[config.mk]
export PLATFORM = sky130hd
export DESIGN_NAME = rr_grant_arbiter
export DESIGN_NICKNAME = d
export VERILOG_FILES = /design/src/rtl/rr_grant_arbiter_pkg.sv /design/src/rtl/rr_grant_arbiter_decoder.sv /design/src/rtl/rr_grant_arbiter.sv
export SDC_FILE = /design/constraint.sdc
export NUM_CORES = 1
export LEC_CHECK = 0
export CORE_MARGIN = 1
export CORE_UTILIZATION = 52
export CTS_BUF_LIST = sky130_fd_sc_hd__clkbuf_4 sky130_fd_sc_hd__clkbuf_8
export DETAILED_ROUTE_END_ITERATION = 7
export PLACE_DENSITY = 0.8
export REMOVE_ABC_BUFFERS = 1
export SYNTH_ARGS = -nofsm -noshare
export SYNTH_HDL_FRONTEND = slang
export SYNTH_SLANG_ARGS = --single-unit
[constraint.sdc]
create_clock -name clk -period 4.4 [get_ports clk]
set_input_delay 0.44 -clock clk [delete_from_list [all_inputs] [get_ports clk]]
set_output_delay 0.44 -clock clk [all_outputs]
set_load 0.05 [all_outputs]
[src/rtl/rr_grant_arbiter_pkg.sv]
// rr_grant_arbiter_pkg: arbiter FSM states and hold-counter width.
package rr_grant_arbiter_pkg;
  typedef enum logic {IDLE, BUSY} state_e;
  localparam int HOLD_W = 8;
endpackage

[src/rtl/rr_grant_arbiter_decoder.sv]
// rr_grant_arbiter_decoder: enabled binary-to-one-hot decoder.
module rr_grant_arbiter_decoder #(
  parameter int INPUT_SIZE = 3
) (
  input  logic                         enable_i,
  input  logic [INPUT_SIZE-1:0]        in_i,
  output logic [(2**INPUT_SIZE)-1:0]   out_o
);
  localparam int N = 2**INPUT_SIZE;
  assign out_o = enable_i ? N'(1) << in_i : '0;
endmodule

[src/rtl/rr_grant_arbiter.sv]
// rr_grant_arbiter: round-robin arbiter with bounded tenure (MAX_HOLD) and a
// one-cycle idle bubble between tenures.
module rr_grant_arbiter
  import rr_grant_arbiter_pkg::*;
#(
  parameter int IDX_WIDTH = 3,
  parameter int MAX_HOLD  = 16
) (
  input  logic                        clk,
  input  logic                        rst_n,
  input  logic [(2**IDX_WIDTH)-1:0]   req,
  output logic [(2**IDX_WIDTH)-1:0]   gnt,
  output logic                        gnt_valid,
  output logic [IDX_WIDTH-1:0]        gnt_idx,
  output logic                        timeout
);
  localparam int N = 2**IDX_WIDTH;
  state_e               state_q;
  logic [IDX_WIDTH-1:0] owner_q, ptr_q, sel_off, sel_idx;
  logic [HOLD_W-1:0]    hold_q;
  logic                 timeout_q, busy, end_tenure;
  // Rotate by ptr and priority-encode: lowest offset from ptr wins.
  always_comb begin
    sel_off = '0;
    for (int i = N - 1; i >= 0; i--)
      if (req[IDX_WIDTH'(i) + ptr_q]) sel_off = IDX_WIDTH'(i);
  end
  assign sel_idx    = ptr_q + sel_off;
  assign busy       = state_q == BUSY;
  assign end_tenure = !req[owner_q] || hold_q == HOLD_W'(MAX_HOLD);
  always_ff @(posedge clk or negedge rst_n)
    if (!rst_n) begin
      state_q   <= IDLE;
      owner_q   <= '0;
      ptr_q     <= '0;
      hold_q    <= '0;
      timeout_q <= 1'b0;
    end else if (state_q == IDLE) begin
      timeout_q <= 1'b0;
      if (|req) begin
        state_q <= BUSY;
        owner_q <= sel_idx;
        hold_q  <= HOLD_W'(1);
      end
    end else begin
      // A release wins over a coincident timeout.
      timeout_q <= end_tenure && req[owner_q];
      if (end_tenure) begin
        state_q <= IDLE;
        ptr_q   <= owner_q + 1'b1;
        hold_q  <= '0;
      end else begin
        hold_q  <= hold_q + 1'b1;
      end
    end
  rr_grant_arbiter_decoder #(.INPUT_SIZE(IDX_WIDTH)) u_dec (
    .enable_i (busy),
    .in_i     (owner_q),
    .out_o    (gnt)
  );
  assign gnt_valid = busy;
  assign gnt_idx   = busy ? owner_q : '0;
  assign timeout   = timeout_q;
endmodule

==> results.py <==
metrics = {
    "outcome": {
        "outcome": "complete, no violations",
    },
    "floorplan": {
        "die-area_um2": 3280,
        "dieWidth_um": 57.3,
        "num_rows": 19,
        "start_util": 0.562,
        "coreArea_um2": 2830,
        "num_io_pins": 23,
        "die_y_um": 57.3,
    },
    "drt": {
        "avgRoutedWirePerCell_um": 16.5,
        "routed_wl_mm": 3.41,
        "drt-initial-drc-count": 44,
        "vias_per_cell": 6.33,
        "top_layer_used": "met4",
        "wl_met3_um": 98,
        "routed-via-count": 1305,
        "wl_met1_mm": 1.48,
        "drc": 0,
        "firstDrtPassIters": 4,
        "dr_wl_met2_mm": 1.76,
        "ant_nets": 0,
    },
    "finish": {
        "fin_area_um2": 1850,
        "drive_above_1_share": 0.143,
        "antennaDiodeCount": 0,
        "fin_util": 0.655,
        "nets": 198,
        "seq_area_um2": 400,
        "n_fill_cell": 203,
        "multi_input_area_um2": 1110,
        "area_growth_pct": 16.6,
    },
    "power": {
        "p_sw_w": 0.000722,
        "p_per_area_nw_per_um2": 798,
        "seqPwrFrac": 0.186,
        "pwr-share-clk": 0.066,
        "leakage_nw": 0.813,
        "p_int_w": 0.000757,
        "combPwrFrac": 0.748,
        "p_sw_frac": 0.488,
        "vdd_drop_max_v": 0.000426,
    },
    "global_routing": {
        "track_usage": 0.229,
        "grt_pass1_wl_mm": 5.86,
        "overflow": 0,
        "grt_pass1_vias": 1274,
        "antenna_found_initial": 0,
        "grt_max_degree": 22,
    },
    "critical_path": {
        "slowest_delay_ps": 520,
        "crit_chain": "inv_1, ha_1, mux2_4, mux4_2, or3b_1, o22a_1, fa_1, xor2_1, a211o_1, o211ai_2",
        "required_ps": 4620,
        "critical_path_arrival_ps": 3840,
        "cpMaxStageDelayCell": "dfrtp_1",
        "path_buf_inv": 1,
        "reg2reg_depth": 10,
        "crit_cells": 10,
        "critPathKind": "flip-flop to flip-flop",
        "crit_fanout": 8,
        "cp-end-kind": "flip-flop",
        "crit_path_start_kind": "flip-flop",
        "critical-path-top-delay-family": "adder cells",
    },
    "synthesis": {
        "netlist-cell-type-count": 40,
        "synth_edf_count": 0,
        "synth_most_common_cell": "dfrtp_1",
        "synth_ff_type": "dfrtp_1",
        "async_flop_share": 1.00,
        "ys_ff_latch": 16,
        "netlist_instances": 154,
        "synth_area_leaders": "dfrtp_1 (25%), mux4_2 (11%), ha_1 (8.7%)",
        "syn_area_per_cell_um2": 10.3,
        "ys_seq_area_frac": 0.252,
        "synth_warnings": 0,
        "synth_area_leader_cell": "dfrtp_1",
        "synth.top_cell.area_share": 0.252,
        "syn-cell-area_um2": 1590,
        "synth_common_cells": "dfrtp_1 (16), o21ai_1 (13), ha_1 (11), nor2_1 (11)",
    },
    "sta": {
        "tightest_slew_ps": 723,
        "rsz0062_at_grt": "no",
        "setup-violations-final": 0,
        "slew_headroom": 0.517,
        "clock.fmax_mhz": 276,
        "maxSlewViolCount": 0,
        "period_share": 0.824,
        "setup_tns_ps": 0,
        "clock_skew_ps": 0.739,
        "hold_viol": 0,
        "fin_crit_ps": 3620,
    },
    "placement": {
        "dp.final_hpwl_mm": 2.70,
        "placed_cell_area_um2": 1820,
        "numPortBuffers": 22,
        "gp_congestion": 0.842,
    },
    "cts": {
        "cts_setup_buffers": 0,
        "root_buffer": "clkbuf_4",
        "clock_path_buffers": 2,
        "ctsResizeCount": 0,
        "cts_hold_buf": 0,
        "cts.sinks": 16,
        "clk_pin_slew_ps": 90,
        "cts_buffers": 3,
        "insertion_delay_ps": 290,
        "h-tree-depth": 1,
        "cts_tree": "yes",
    },
    "job": {
        "drv_cap": 0,
    },
    "hold_path": {
        "whs_path_depth": 1,
        "hold_class": "flip-flop to flip-flop",
    },
}
-- power by group through the flow --
stage          clock network, W  registers [W]  logic [W]
3_3_place_gp                  0       0.000271    0.00107
6_report              0.0000980       0.000275    0.00111
3_5_place_dp                  0       0.000276    0.00111
5_1_grt                0.000109       0.000285    0.00121
2_1_floorplan                 0       0.000287   0.000831
4_1_cts                0.000100       0.000272    0.00111
-- worst paths after layout --
kind                       startpoint    endpoint  slack, ps
max                          ptr_q[1]  owner_q[2]        780
min in group asynchronous       rst_n     timeout        570
max in group asynchronous       rst_n    ptr_q[2]       3370
min reg2reg                 hold_q[6]   hold_q[6]        520
min                         hold_q[6]   hold_q[6]        520
max reg2reg                  ptr_q[1]  owner_q[2]        780
-- sequential cells by signal, summed over array words and instances (netlist names) --
name / cells
ptr_q: 3
owner_q: 3
hold_q: 8
timeout: 1
gnt_valid: 1
-- final cells by class --
class | instances | area share
tap | 31 | 0.0209
sequential | 16 | 0.216
timing repair buffer | 23 | 0.123
multi-input combinational | 122 | 0.601
clock buffer | 4 | 0.0196
inverter | 10 | 0.0202
-- cell families after synthesis --
family	after synthesis	synth area share
adders and majority gates	12	0.0991
AOI/OAI and AO/OA	27	0.109
DFF	16	0.252
xor gates and xnor gates	5	0.0275
muxes	25	0.282
and+or+nand+nor	53	0.183
buffers and inverters	16	0.0480
-- stage by stage --
step / instances / setup slack (ps) / hold WS, ps / power, W
3_5_place_dp: 202 / 791 / 505 / 0.00138
5_1_grt: 206 / 527 / 550 / 0.00160
4_1_cts: 206 / 768 / 525 / 0.00148
2_1_floorplan: 148 / 846 / 144 / 0.00112
3_3_place_gp: 202 / 910 / 491 / 0.00135
6_report: 206 / 776 / 522 / 0.00148
-- placed cells by master, fill, tap and decap left out, drive strengths merged, types with 4 or more instances in the layout --
master / netlist / routed
mux2: 11 / 11
ha: 11 / 11
nor2: 11 / 11
dfrtp: 16 / 16
and3: 9 / 9
nand2: 10 / 10
o21ai: 15 / 15
clkdlybuf4s50: 0 / 22
mux4: 12 / 12
xor2: 5 / 5
clkbuf: 3 / 4
inv: 10 / 10
nand4: 5 / 5
nor4: 4 / 4
-- layer usage --
metal	track usage	up-vias
met3	0.0499	10
met5	0	-
li1	-	624
met1	0.292	643
met2	0.393	28
met4	0.0662	0
-- worst reg2reg max path, cell delays in order (launching register included) --
cell      delay [ps]
dfrtp_1          520
inv_1            140
ha_1             520
mux2_4           340
mux4_2           500
or3b_1           390
o22a_1           210
fa_1             400
xor2_1           170
a211o_1          300
o211ai_2          60
No activity file was read; power rests on OpenSTA's default activity.
